==> config.mk <==
export PLATFORM = sky130hd
export DESIGN_NAME = ram_access_arbiter_flat
export DESIGN_NICKNAME = d
export VERILOG_FILES = /design/src/rtl/ram_access_arbiter_if.sv /design/src/rtl/ram_access_arbiter.sv /design/src/flat_wrapper.sv
export SDC_FILE = /design/constraint.sdc
export NUM_CORES = 1
export LEC_CHECK = 0
export ABC_AREA = 1
export CELL_PAD_IN_SITES_DETAIL_PLACEMENT = 1
export CELL_PAD_IN_SITES_GLOBAL_PLACEMENT = 1
export CORE_MARGIN = 2
export CORE_UTILIZATION = 23
export CTS_CLUSTER_DIAMETER = 40
export CTS_CLUSTER_SIZE = 16
export DETAILED_ROUTE_END_ITERATION = 10
export GPL_ROUTABILITY_DRIVEN = 0
export PLACE_DENSITY = 0.88
export SETUP_SLACK_MARGIN = 0.4
export SLEW_MARGIN = 20
export SYNTH_ARGS = -nofsm -noshare
export SYNTH_HDL_FRONTEND = slang
export SYNTH_SLANG_ARGS = --single-unit
==> constraint.sdc <==
create_clock -name clk -period 2.3 [get_ports clk]
set_clock_uncertainty 0.05 [all_clocks]
set_input_delay 0.69 -clock clk [delete_from_list [all_inputs] [get_ports clk]]
set_output_delay 0.69 -clock clk [all_outputs]
set_load 0.005 [all_outputs]
==> src/rtl/ram_access_arbiter_if.sv <==
// Request/response and RAM-side signals shared between the arbiter and its users.
interface ram_access_arbiter_if #(
  parameter int ADDR_W = 5,
  parameter int DATA_W = 4
);
  logic              r0_valid;
  logic              r0_we;
  logic [ADDR_W-1:0] r0_addr;
  logic [DATA_W-1:0] r0_wdata;
  logic              r0_ready;
  logic              r0_rvalid;
  logic [DATA_W-1:0] r0_rdata;

  logic              r1_valid;
  logic              r1_we;
  logic [ADDR_W-1:0] r1_addr;
  logic [DATA_W-1:0] r1_wdata;
  logic              r1_ready;
  logic              r1_rvalid;
  logic [DATA_W-1:0] r1_rdata;

  logic              mem_we;
  logic [ADDR_W-1:0] mem_addr;
  logic [DATA_W-1:0] mem_wdata;
  logic [DATA_W-1:0] mem_rdata;
  logic              busy;

  modport slave (
    input  r0_valid, r0_we, r0_addr, r0_wdata,
    input  r1_valid, r1_we, r1_addr, r1_wdata,
    input  mem_rdata,
    output r0_ready, r0_rvalid, r0_rdata,
    output r1_ready, r1_rvalid, r1_rdata,
    output mem_we, mem_addr, mem_wdata, busy
  );

  modport master (
    output r0_valid, r0_we, r0_addr, r0_wdata,
    output r1_valid, r1_we, r1_addr, r1_wdata,
    output mem_rdata,
    input  r0_ready, r0_rvalid, r0_rdata,
    input  r1_ready, r1_rvalid, r1_rdata,
    input  mem_we, mem_addr, mem_wdata, busy
  );
endinterface

==> src/rtl/ram_access_arbiter.sv <==
// Zero-fills a single-port RAM after reset, then shares it between two
// valid/ready requesters with round-robin arbitration and 1-cycle reads.
module ram_access_arbiter #(
  parameter int ADDR_W         = 5,
  parameter int DATA_W         = 4,
  parameter bit CLEAR_ON_RESET = 1'b1
) (
  input  logic                 clk,
  input  logic                 reset,
  ram_access_arbiter_if.slave  bus
);

  typedef enum logic [1:0] {
    CLEAR = 2'd0,
    IDLE  = 2'd1,
    RESP  = 2'd2
  } state_t;

  localparam state_t RESET_STATE = CLEAR_ON_RESET ? CLEAR : IDLE;

  state_t            state;
  logic [ADDR_W-1:0] clr_cnt;
  logic              rr_last;
  logic              owner;
  logic              grant0;
  logic              grant1;

  // r0 wins a tie unless it was the last one served
  always_comb begin
    grant0 = (state == IDLE) && bus.r0_valid && (!bus.r1_valid || rr_last);
    grant1 = (state == IDLE) && bus.r1_valid && !grant0;
  end

  always_ff @(posedge clk or posedge reset) begin
    if (reset) begin
      state   <= RESET_STATE;
      clr_cnt <= '0;
      rr_last <= 1'b1;
      owner   <= 1'b0;
    end else begin
      unique case (state)
        CLEAR: begin
          clr_cnt <= clr_cnt + 1'b1;
          if (&clr_cnt) state <= IDLE;
        end
        IDLE: begin
          if (grant0 || grant1) begin
            rr_last <= grant1;
            if (grant0 && !bus.r0_we) begin
              owner <= 1'b0;
              state <= RESP;
            end else if (grant1 && !bus.r1_we) begin
              owner <= 1'b1;
              state <= RESP;
            end
          end
        end
        RESP: state <= IDLE;
        default: state <= IDLE;
      endcase
    end
  end

  // Outputs are forced to zero while reset is held, independent of the clock
  always_comb begin
    bus.r0_ready  = 1'b0;
    bus.r0_rvalid = 1'b0;
    bus.r0_rdata  = '0;
    bus.r1_ready  = 1'b0;
    bus.r1_rvalid = 1'b0;
    bus.r1_rdata  = '0;
    bus.mem_we    = 1'b0;
    bus.mem_addr  = '0;
    bus.mem_wdata = '0;
    bus.busy      = 1'b0;
    if (!reset) begin
      unique case (state)
        CLEAR: begin
          bus.busy     = 1'b1;
          bus.mem_we   = 1'b1;
          bus.mem_addr = clr_cnt;
        end
        IDLE: begin
          if (grant0) begin
            bus.r0_ready  = 1'b1;
            bus.mem_we    = bus.r0_we;
            bus.mem_addr  = bus.r0_addr;
            bus.mem_wdata = bus.r0_wdata;
          end else if (grant1) begin
            bus.r1_ready  = 1'b1;
            bus.mem_we    = bus.r1_we;
            bus.mem_addr  = bus.r1_addr;
            bus.mem_wdata = bus.r1_wdata;
          end
        end
        RESP: begin
          if (!owner) begin
            bus.r0_rvalid = 1'b1;
            bus.r0_rdata  = bus.mem_rdata;
          end else begin
            bus.r1_rvalid = 1'b1;
            bus.r1_rdata  = bus.mem_rdata;
          end
        end
        default: ;
      endcase
    end
  end

endmodule

==> src/flat_wrapper.sv <==
// flat-port wrapper written by rule: the top's interface ports become plain ports
module ram_access_arbiter_flat 
#(
  parameter int ADDR_W         = 5,
  parameter int DATA_W         = 4,
  parameter bit CLEAR_ON_RESET = 1'b1
)
  (clk, reset, bus_r0_valid, bus_r0_we, bus_r0_addr, bus_r0_wdata, bus_r1_valid, bus_r1_we, bus_r1_addr, bus_r1_wdata, bus_mem_rdata, bus_r0_ready, bus_r0_rvalid, bus_r0_rdata, bus_r1_ready, bus_r1_rvalid, bus_r1_rdata, bus_mem_we, bus_mem_addr, bus_mem_wdata, bus_busy);
  ram_access_arbiter_if #(.ADDR_W(ADDR_W), .DATA_W(DATA_W)) bus_i ();
  input  logic clk;
  input  logic reset;
  input wire logic [$bits(bus_i.r0_valid)-1:0] bus_r0_valid;
  input wire logic [$bits(bus_i.r0_we)-1:0] bus_r0_we;
  input wire logic [$bits(bus_i.r0_addr)-1:0] bus_r0_addr;
  input wire logic [$bits(bus_i.r0_wdata)-1:0] bus_r0_wdata;
  input wire logic [$bits(bus_i.r1_valid)-1:0] bus_r1_valid;
  input wire logic [$bits(bus_i.r1_we)-1:0] bus_r1_we;
  input wire logic [$bits(bus_i.r1_addr)-1:0] bus_r1_addr;
  input wire logic [$bits(bus_i.r1_wdata)-1:0] bus_r1_wdata;
  input wire logic [$bits(bus_i.mem_rdata)-1:0] bus_mem_rdata;
  output wire logic [$bits(bus_i.r0_ready)-1:0] bus_r0_ready;
  output wire logic [$bits(bus_i.r0_rvalid)-1:0] bus_r0_rvalid;
  output wire logic [$bits(bus_i.r0_rdata)-1:0] bus_r0_rdata;
  output wire logic [$bits(bus_i.r1_ready)-1:0] bus_r1_ready;
  output wire logic [$bits(bus_i.r1_rvalid)-1:0] bus_r1_rvalid;
  output wire logic [$bits(bus_i.r1_rdata)-1:0] bus_r1_rdata;
  output wire logic [$bits(bus_i.mem_we)-1:0] bus_mem_we;
  output wire logic [$bits(bus_i.mem_addr)-1:0] bus_mem_addr;
  output wire logic [$bits(bus_i.mem_wdata)-1:0] bus_mem_wdata;
  output wire logic [$bits(bus_i.busy)-1:0] bus_busy;
  assign bus_i.r0_valid = bus_r0_valid;
  assign bus_i.r0_we = bus_r0_we;
  assign bus_i.r0_addr = bus_r0_addr;
  assign bus_i.r0_wdata = bus_r0_wdata;
  assign bus_i.r1_valid = bus_r1_valid;
  assign bus_i.r1_we = bus_r1_we;
  assign bus_i.r1_addr = bus_r1_addr;
  assign bus_i.r1_wdata = bus_r1_wdata;
  assign bus_i.mem_rdata = bus_mem_rdata;
  assign bus_r0_ready = bus_i.r0_ready;
  assign bus_r0_rvalid = bus_i.r0_rvalid;
  assign bus_r0_rdata = bus_i.r0_rdata;
  assign bus_r1_ready = bus_i.r1_ready;
  assign bus_r1_rvalid = bus_i.r1_rvalid;
  assign bus_r1_rdata = bus_i.r1_rdata;
  assign bus_mem_we = bus_i.mem_we;
  assign bus_mem_addr = bus_i.mem_addr;
  assign bus_mem_wdata = bus_i.mem_wdata;
  assign bus_busy = bus_i.busy;
  ram_access_arbiter #(.ADDR_W(ADDR_W), .DATA_W(DATA_W), .CLEAR_ON_RESET(CLEAR_ON_RESET)) u_core (.clk(clk), .reset(reset), .bus(bus_i));
endmodule
==> metrics.md <==
| Metric | Value |
|---|---|
| Status | finished with violations |
| Violated checks | negative setup slack |
| FF-to-FF setup slack | 620 ps |
| Syn Inst Count | 114 |
| Die Ht | 61.8 um |
| CP startpoint kind | register |
| Routed Antenna Nets | 0 |
| 1st-iter DRT viols | 33 |
| FMAX | 0.419 GHz |
| Drt drc | 0 |
| Final Max Tran Viols | 0 |
| Number of port buffers | 50 |
| R2R cell count | 10 |
| Lkg Pwr | 0.000977 uW |
| Synth Register Bits | 9 |
| Setup slack after layout | -88.2 ps |
| CP arrival | 1650 ps |
| Global route overflow | 0 |
| Largest net degree at the start of global routing | 8 |
| Total Wirelength | 4690 um |
| H-Tree Depth | 1 |
| Post-synth top cells | 28 x nand2_1, 17 x nand3_1, 16 x inv_1 |
| Rows | 21 |
| PwrDens | 889 nW/um^2 |
| Top cell type's share of synthesized area | 0.260 |
| Vias in the first global route | 1,325 |
| Die width | 61.8 um |
| WL/cell | 18.4 um |
| Setup Crit Path Kind | reg -> out |
| Final Util | 0.584 |
| Worst vdd ir | 469 uV |
| Via density | 4.72 |
| Final nets | 240 |
| Endpoints failing setup | 10 |
| Ant diodes | 0 |
| CTS tree | done |
| CTS max path bufs | 2 |
| Layout Cells excl Fill | 255 |
| # clock sinks | 9 |
| HPWL after detailed placement | 2390 um |
| First drt pass iteration count | 4 |
| Most numerous cell in the Yosys netlist | nand2_1 |
| Area leader, netlist | dfrtp_1 |
| DR vias | 1,203 |
| CTS Buf Count | 3 |
| Setup TNS | -517 ps |
| Fin. Hold Viols | 0 |
| Clk slew on worst S/H paths | 100 ps |
| Overall Global Routing Usage | 0.257 |
| Synth top area cells | dfrtp_1 26%, nand2_1 14%, nand3_1 11% |
| RSZ-0062 raised after global routing | yes |
| Hold Buf Count CTS | 0 |
| Clk_lat worst skew | 310 ps |
| Worst Max-Slew Pin Slew | 208 ps |
| Synth cell types | 22 |
| Number of synthesized flops with an enable pin | 0 |
| Core Area | 3280 sq um |
| Root buffer cell | clkbuf_4 |
| Final Cycle Share | 1.04 |
| Placed cell count | 218 |
| Area delta synth->final | 149% |
| Fraction of layout cells with a size suffix above 1 | 0.593 |
| Initial antenna violation count | 0 |
| Ports | 51 |
| First-pass GRT wire length | 6870 um |
| Final min period | 2390 ps |
| Die area | 3820 sq um |
| Synth Warn # | 0 |
| Syn nets | 144 |
| Slew HR | 0.861 |
| Max cap viols | 0 |
| Worst Path Required | 1560 ps |
| Worst-path fanout max | 4 |
| Ys async rst share | 1.00 |
| Initial core utilization | 0.234 |
| Worst Setup End Kind | output port |
| Syn_area_per_cell | 6.75 sq um |
| Sequential share of the synthesized area | 0.294 |
| Worst min path class | in -> async |
| Post-synthesis cell area | 769 sq um |
| Synth Flop Type | dfrtp_1 |
-- flip-flops by register name, indices dropped and copies added (netlist names) --
signal and count:
u_core.clr_cnt 5, u_core.state 2, u_core.owner 1, u_core.rr_last 1
-- layout by cell type, fill, tap and decap left out, types with 2 or more instances in the layout --
master and instances:
nor2_2 6, buf_6 13, buf_8 2, nand2_4 2, buf_2 19, nand3_2 13, ha_1 2, inv_4 3
dfrtp_2 2, dfrtp_1 6, inv_2 3, nor2_4 11, clkdlybuf4s50_1 21, nand2_2 3, nand3_1 3, nor2_1 5
inv_1 11, nand2_1 22, clkbuf_4 3, nand4_1 5, buf_4 27, nand2_8 3, buf_12 4, nand3_4 3
dlygate4sd2_1 3
-- layer usage --
metal  vias up  GRT usage  part of all wire
met3         9     0.0207             0.034
li1        554          -                 -
met5         -          0                 0
met2        37      0.484              0.55
met4         0     0.0760             0.018
met1       603      0.307              0.40
-- logic make-up (layout without fill, tap and decap cells) --
group | Yosys count | in the layout | synth area share
AO/OA/AOI/OAI | 2 | 2 | 0.0163
XOR/XNOR | 2 | 2 | 0.0228
adder cells (fa/ha/maj) | 2 | 2 | 0.0325
buffers and inverters | 20 | 115 | 0.0992
flip-flops | 9 | 9 | 0.294
AND/OR/NAND/NOR | 79 | 79 | 0.535
-- cell type report --
type / count / area (sq um)
fillers: 395 / 1370
repair buffers: 92 / 835
multi-input cells: 85 / 681
flip-flops and latches: 9 / 229
inverters: 19 / 90.1
well taps: 46 / 57.6
clock buffers: 4 / 26.3
-- path summary, 6_finish.rpt --
path | startpoint | end
worst min-delay path | reset | u_core.clr_cnt[3]
max in group asynchronous | reset | u_core.rr_last
worst max register to register | u_core.rr_last | u_core.state[0]
min in group clk | u_core.clr_cnt[4] | u_core.clr_cnt[4]
worst max-delay path | u_core.rr_last | bus_mem_wdata[3]
worst min register to register | u_core.clr_cnt[4] | u_core.clr_cnt[4]
-- stage by stage --
stage | total power (uW) | setup WS (ps) | area [sq um] | hold WS, ps
global route | 1790 | -143 | 1920 | 465
finish | 1700 | -88.2 | 1920 | 460
global placement | 1030 | -793 | 1440 | 440
CTS | 1540 | 1.28 | 1820 | 456
detailed placement | 1080 | -846 | 1440 | 472
floorplan | 727 | 356 | 817 | 421
-- report_power, final --
group	leakage, uW	total, uW	internal (uW)	switching (uW)
logic	0.000857	1210	587	624
clock network	0.0000150	158	67.8	90.3
registers	0.000105	335	244	91.0
total	0.000977	1700	899	805
-- critical path, stage by stage, from the launching register on --
cell     delay [ps]
dfstp_2         560
inv_4            50
nand2_8          80
nand2_8          60
nor2_4          140
buf_6           140
nor2_4           50
nand3_1          60
nand2_1          60
buf_2           130
-- repair_timing --
item	in CTS	in global routing
endpoints found under the setup margin	23	23
pin swaps	25	16
setup buffers	28	4
gates cloned	1	0
resized for setup	157	21
No activity file was read; power rests on OpenSTA's default activity.
